<file path="config.mk">
export PLATFORM = sky130hd
export DESIGN_NAME = mem_arb
export DESIGN_NICKNAME = d
export VERILOG_FILES = /design/src/rtl/mem_arb.sv
export SDC_FILE = /design/constraint.sdc
export NUM_CORES = 1
export LEC_CHECK = 0
export ABC_AREA = 1
export BUFFER_PORTS_ARGS = -buffer_cell sky130_fd_sc_hd__buf_2
export CAP_MARGIN = 5
export CORE_MARGIN = 10
export CORE_UTILIZATION = 44
export DETAILED_ROUTE_END_ITERATION = 6
export PLACE_DENSITY_LB_ADDON = 0.2
export SLEW_MARGIN = 15
export SYNTH_ARGS = -nofsm -noshare
export SYNTH_HDL_FRONTEND = slang
export SYNTH_SLANG_ARGS = --single-unit
</file>
<file path="constraint.sdc">
create_clock -name clk -period 1.9 [get_ports clk]
set_clock_uncertainty 0.2 [all_clocks]
set_input_delay 0.38 -clock clk [delete_from_list [all_inputs] [get_ports clk]]
set_output_delay 0.38 -clock clk [all_outputs]
set_load 0.05 [all_outputs]
</file>
<file path="src/rtl/mem_arb.sv">
// mem_arb: round-robin arbiter sharing one single-port synchronous SRAM between
// the instruction-fetch port and the load/store data port, with one-deep response buffering per port.
`default_nettype none

module mem_arb #(
  parameter int AW  = 15,
  parameter int DW  = 32,
  parameter int PAW = 32
) (
  input  logic           clk,
  input  logic           rst_n,

  input  logic           if_req_vld,
  output logic           if_req_rdy,
  input  logic [PAW-1:0] if_req_pc,
  output logic           if_rsp_vld,
  input  logic           if_rsp_rdy,
  output logic [DW-1:0]  if_rsp_ir,

  input  logic           d_req_vld,
  output logic           d_req_rdy,
  input  logic           d_req_wen,
  input  logic [PAW-1:0] d_req_addr,
  input  logic [DW-1:0]  d_req_wdata,
  output logic           d_rsp_vld,
  input  logic           d_rsp_rdy,
  output logic [DW-1:0]  d_rsp_rdata,

  output logic [AW-1:0]  sram_addr,
  output logic           sram_wen,
  output logic [DW-1:0]  sram_wdata,
  input  logic [DW-1:0]  sram_rdata
);

  typedef enum logic [1:0] {
    ST_IDLE = 2'd0,
    ST_PEND = 2'd1,
    ST_HOLD = 2'd2
  } rsp_st_e;

  rsp_st_e       if_st_q;
  rsp_st_e       d_st_q;
  logic          last_d_q;
  logic          d_wr_q;
  logic [DW-1:0] if_hold_q;
  logic [DW-1:0] d_hold_q;

  logic if_elig;
  logic d_elig;
  logic if_gnt;
  logic d_gnt;

  // Byte-offset bits and bits above the SRAM range are intentionally dropped.
  logic unused_addr_bits;
  assign unused_addr_bits = ^{if_req_pc[1:0], if_req_pc[PAW-1:AW+2],
                              d_req_addr[1:0], d_req_addr[PAW-1:AW+2]};

  always_comb begin
    if_elig = if_req_vld && ((if_st_q == ST_IDLE) || if_rsp_rdy);
    d_elig  = d_req_vld  && ((d_st_q  == ST_IDLE) || d_rsp_rdy);
    if_gnt  = rst_n && if_elig && (!d_elig || last_d_q);
    d_gnt   = rst_n && d_elig  && (!if_elig || !last_d_q);
  end

  assign if_req_rdy = if_gnt;
  assign d_req_rdy  = d_gnt;

  always_comb begin
    sram_addr  = '0;
    sram_wen   = 1'b0;
    sram_wdata = '0;
    if (if_gnt) begin
      sram_addr = if_req_pc[AW+1:2];
    end else if (d_gnt) begin
      sram_addr  = d_req_addr[AW+1:2];
      sram_wen   = d_req_wen;
      sram_wdata = d_req_wdata;
    end
  end

  always_ff @(posedge clk or negedge rst_n) begin
    if (!rst_n) begin
      if_st_q   <= ST_IDLE;
      d_st_q    <= ST_IDLE;
      last_d_q  <= 1'b1;
      d_wr_q    <= 1'b0;
      if_hold_q <= '0;
      d_hold_q  <= '0;
    end else begin
      if (if_gnt) begin
        last_d_q <= 1'b0;
      end else if (d_gnt) begin
        last_d_q <= 1'b1;
      end

      case (if_st_q)
        ST_PEND: begin
          if (!if_rsp_rdy) begin
            if_st_q   <= ST_HOLD;
            if_hold_q <= sram_rdata;
          end else if (!if_gnt) begin
            if_st_q <= ST_IDLE;
          end
        end
        ST_HOLD: if (if_rsp_rdy && !if_gnt) if_st_q <= ST_IDLE;
        default: ;
      endcase
      // A grant always wins: it is only possible when the previous response leaves this cycle.
      if (if_gnt) if_st_q <= ST_PEND;

      case (d_st_q)
        ST_PEND: begin
          if (!d_rsp_rdy) begin
            d_st_q   <= ST_HOLD;
            d_hold_q <= sram_rdata;
          end else if (!d_gnt) begin
            d_st_q <= ST_IDLE;
          end
        end
        ST_HOLD: if (d_rsp_rdy && !d_gnt) d_st_q <= ST_IDLE;
        default: ;
      endcase
      if (d_gnt) begin
        d_st_q <= ST_PEND;
        d_wr_q <= d_req_wen;
      end
    end
  end

  always_comb begin
    if_rsp_vld = (if_st_q != ST_IDLE);
    if_rsp_ir  = '0;
    if (if_st_q == ST_PEND)      if_rsp_ir = sram_rdata;
    else if (if_st_q == ST_HOLD) if_rsp_ir = if_hold_q;

    d_rsp_vld   = (d_st_q != ST_IDLE);
    d_rsp_rdata = '0;
    if (!d_wr_q) begin
      if (d_st_q == ST_PEND)      d_rsp_rdata = sram_rdata;
      else if (d_st_q == ST_HOLD) d_rsp_rdata = d_hold_q;
    end
  end

endmodule

`default_nettype wire

</file>
* After elaboration in Yosys (flattened, before gate mapping) *
Cells that the tools add are included.

word-level totals
  word-level logic and storage cells = 63
  register bits = 70

operators by class
  mux-type cells = 21
  reduce and logical (&&, ||, !) cells = 28
  bitwise gates (word level) = 2
  eq/ne operators = 6

operators with widths
  kind                count
  $mux 32             7
  $mux 15             2
  $mux 2              6
  $logic_and 1x1->1   8
  $pmux 2 s2          2
  $reduce_and 2->1    4
  $ne 3x3->1 const B  2
  $reduce_bool 2->1   3
  $reduce_bool 3->1   2
  $logic_not 1->1     5
  $eq 2x1->1 const B  2
  $eq 2x2->1 const B  2
  $logic_not 2->1     2
  $logic_or 1x1->1    4
  $mux 1              4
  $not 1->1           2

* Logic depth before layout (Yosys ltp) *
  depth after elaboration = 11
  depth in mapped cells = 9
  depth with buffers taken out = 7

* Least setup slack after synthesis *
Ideal clock, no wire load.

  kind = register to output
  from = register if_st_q[1]
  to = output port if_rsp_ir[10]
  stages on the path, launching flop included = 6
  buffers on the path = 2
  required time = 1.320 ns
  data arrival time = 1.912 ns
  slack = -0.592 ns
  cells stage by stage = dfrtp_1 > buf_2 > inv_4 > nand2_1 > clkbuf_1 > o21ai_0

on the way
  longest elaborated chain between the ends = 3
  elaborated cells between the ends (all ways) = 4
  those cells by class = eq/ne (2); mux (2)

RTL lines
  what                      line  RTL
  start: declaration        41    rsp_st_e if_st_q;
  start signal: assignment  83    if_st_q <= ST_IDLE;
  start signal: assignment  99    if_st_q <= ST_HOLD;
  start signal: assignment  102   if_st_q <= ST_IDLE;
  $eq 2x2->1                134   else if (if_st_q == ST_HOLD) if_rsp_ir = if_hold_q;
  $mux 32                   134
  $mux 32 *                 133   if (if_st_q == ST_PEND) if_rsp_ir = sram_rdata;
  end: declaration          18    output logic [DW-1:0] if_rsp_ir,

Every way passes the cells marked *; elsewhere a longest branch is shown, timed or not.

* Worst setup path in the final report *
  from = register d_st_q[0]
  to = output port sram_wdata[20]

on the way
  longest elaborated chain between the ends = 7
  elaborated cells between the ends (all ways) = 10
  those cells by class = mux (2); reduce/logical (8)

RTL lines
  what                                                          line    RTL
  start: declaration                                            42      rsp_st_e d_st_q;
  start signal: assignment                                      84      d_st_q <= ST_IDLE;
  start signal: assignment                                      114     d_st_q <= ST_HOLD;
  start signal: assignment                                      117     d_st_q <= ST_IDLE;
  $logic_not 2->1 *                                             60      d_elig = d_req_vld && ((d_st_q == ST_IDLE) || d_rsp_rdy);
  $logic_or 1x1->1 *                                            60
  $logic_and 1x1->1 *                                           60
  $logic_and 1x1->1 / $logic_not 1->1 (equally long branches)   62, 61
  $logic_and 1x1->1 / $logic_or 1x1->1 (equally long branches)  62, 61
  $mux 32 / $logic_and 1x1->1 (equally long branches)           74, 61
  $mux 32 *                                                     72      if (if_gnt) begin
  end: declaration                                              31      output logic [DW-1:0] sram_wdata,

Marked as above.

==> reports/qor.yml <==
status:
  status: "complete, but fails checks"
  failed_checks: "setup timing"
worst_setup_path:
  crit_path_max_incr_delay_ps: 400
  cp-start-kind: "register"
  worst_r2r_path_depth: 8
  crit_slowest_cell: "dfrtp_1"
  r2r_start: "d_st_q[1]"
  path_cells: "o21ai_2 > nand2_2 > nor2_8 > nand2_8 > buf_12 > nor2_4 > buf_8"
  critPathArrivalTime_ps: 2010
  rrSetupSlack_ps: -100
  critPathMaxFanout: 8
  cp-startpoint: "d_st_q[0]"
  end_kind: "primary output"
  cp_top_family: "simple AND/OR/NAND/NOR gates"
  cp_num_buf_inv: 2
  required_ps: 1320
  worstReg2RegEnd: "d_hold_q[19]"
  crit_type: "reg2out"
floorplan:
  core_area_um2: 9110
  die_w_um: 116
  initial_utilization_pct: 44.6
  io_pins: 251
  die_area_um2: 13500
  fp.dieH_um: 116
  placementRows: 35
synth:
  netlist_instances: 580
  synth_edf_count: 0
  yosysTopAreaCell: "dfrtp_1"
  synth_top_area_share_pct: 42.5
  yosysWarnings: 0
  ys_seq_area_share_pct: 43.1
  netlist_area_um2: 4070
  synth_cell_type_count: 25
  ys.flop_type: "dfrtp_1"
  syn_area_per_cell_um2: 7.01
  yosys-top-cells-area: "dfrtp_1 42%, nand2_1 14%, o21ai_0 11%"
  yosysMostFrequentCell: "nand2_1"
  async_flop_share_pct: 100
  synth_fp_nets: 715
  yosys-top-cells-count: "149 x nand2_1, 92 x o21ai_0, 75 x inv_1"
  synth_seq_cells: 70
cts:
  cts_tree: "yes"
  cts-root-buf: "clkbuf_8"
  clkSlewWorstSetupHoldPaths_ps: 90
  cts_buffers: 9
  clockBufferDepth: 2
  clkLatencyLatePin_ps: 350
  h-tree-depth: 3
  clock_sinks: 70
power:
  seqPwrFrac_pct: 27.3
  clock_power_share_pct: 14.8
  vdd_drop_max_mv: 0.881
  combinationalPowerShare_pct: 57.9
  internal_power_mw: 5.16
  power_switching_mw: 4.71
  power.density_nw_per_um2: 1160
  switching_share_pct: 47.7
  power_leakage_nw: 3.89
route:
  viasPerCell: 6.09
  wl_per_cell_um: 26.0
  vias: 5723
  drt_iter0_markers: 610
  wl_mm: 24.4
  ant_nets: 0
  drc: 0
  first_pass_iters: 5
sta:
  setup_ws_ps: -693
  setup_viol: 121
  min_period_over_period_pct: 136
  rsz0062_at_grt: "yes"
  hold_violations: 0
  drv_slew: 0
  finalSetupTns_ps: -47150
  max_slew_margin_pct: 46.3
  fmax_ghz: 0.386
  tightest_slew_ps: 805
  finalCriticalPeriod_ps: 2590
  hold-worst-slack_ps: 55.8
grt:
  grt_pass1_wl_mm: 29.1
  grt_antenna_before_repair: 0
  grt_max_degree: 63
  grt-ovfl-total: 0
  grt_use_total_pct: 27.4
  grt_pass1_vias: 5471
finish:
  multi_input_area_um2: 3180
  n_antenna_cell: 0
  syn_to_final_growth_pct: 110
  final_cells: 939
  drive_gt1_share_pct: 57.4
  finalNetCount: 958
  fillers: 267
  regArea_um2: 1760
placed_design:
  place_hpwl_mm: 12.0
  dp_slack_ps: -179
  routabilityCongestion: 0.833
  dp_cells: 906
  port_buffers: 216
flow_run:
  maxCapViolCount: 0
worst_hold_path:
  hold_class: "in2async"
repair_timing:
item | in CTS | in global routing
pin swaps | 8 | 25
setup buffers | 2 | 6
gates resized for setup | 260 | 98
endpoints found under the hold margin | 9 | 0
setup endpoints to repair | 115 | 115
gates cloned | 2 | 7
hold buffers | 1 | 0
power groups by stage:
| stage | combinational, mW | clock (mW) | sequential (mW) |
|---|---|---|---|
| floorplan | 3.31 | 0 | 2.50 |
| global placement | 4.30 | 0 | 2.58 |
| detailed placement | 4.41 | 0 | 2.62 |
| CTS | 5.06 | 1.42 | 2.60 |
| global route | 5.95 | 1.51 | 2.75 |
| finish | 5.72 | 1.46 | 2.70 |
cell type report:
class / count / area share [%]
Tap cell: 111 / 1.63
Clock buffer: 11 / 1.77
Sequential cell: 70 / 20.6
Timing Repair Buffer: 271 / 34.0
Inverter: 78 / 3.85
Clock inverter: 5 / 0.952
Multi-Input combinational cell: 393 / 37.2
cell families (layout without fill, tap and decap cells):
logic type / Yosys count / count (layout) / share of synthesized area [%]
flops: 70 / 70 / 43.1
simple gates: 260 / 260 / 28.3
compound gates: 133 / 133 / 16.6
buf+inv: 117 / 365 / 11.9
worst register-to-register path, stage by stage (launching register included):
cell and delay (ps):
dfrtp_1 410, buf_4 160, nor2_4 120, buf_12 140, clkbuf_16 170, buf_4 130, nand2_2 90, buf_12 190
o21ai_0 290
registers in the layout, indices dropped and copies added (netlist names):
name       count
d_wr_q         1
d_st_q         2
d_hold_q      32
if_st_q        2
last_d_q       1
if_hold_q     32
cell usage in the layout (no fill, tap or decap), types with 3 or more instances in the layout:
cell and instances:
nand3_4 9, nand3_2 16, clkbuf_8 11, nand2_2 40, dfrtp_1 67, buf_12 23, buf_2 100, buf_6 55
nor2_4 34, buf_4 22, a21oi_4 30, nor2_1 3, inv_1 71, nand2_8 8, o21ai_4 32, nand2_4 6
o21ai_1 7, o21ai_0 58, nand3_1 43, buf_8 61, clkbuf_16 7, nand2_1 100
metrics by stage:
| stage | cell area [um2] | utilization [%] | power (mW) |
|---|---|---|---|
| 2_1_floorplan | 5360 | - | 5.80 |
| 3_3_place_gp | 6850 | 75.2 | 6.88 |
| 3_5_place_dp | 6850 | 75.2 | 7.03 |
| 4_1_cts | 7990 | 87.7 | 9.08 |
| 5_1_grt | 8540 | 93.8 | 10.2 |
| 6_report | 8540 | 93.8 | 9.88 |
routing by layer:
layer	vias to the layer above	routed length (um)	GRT usage [%]
li1	2334	-	-
met1	2762	8000	29.7
met2	478	12100	48.5
met3	149	2580	7.09
met4	0	1680	14.0
met5	-	0	0
how the worst max path moves through the flow:
stage	end	slack, ps	depth (start not counted)
after floorplan	sram_wdata[21]	-140	6
after global placement	sram_wdata[12]	-150	9
after detailed placement	sram_addr[4]	-180	8
after CTS	sram_wdata[12]	-430	7
after global routing	sram_wdata[20]	-760	7
final	sram_wdata[20]	-690	7
Note: power is estimated with default switching activity, not from simulation.
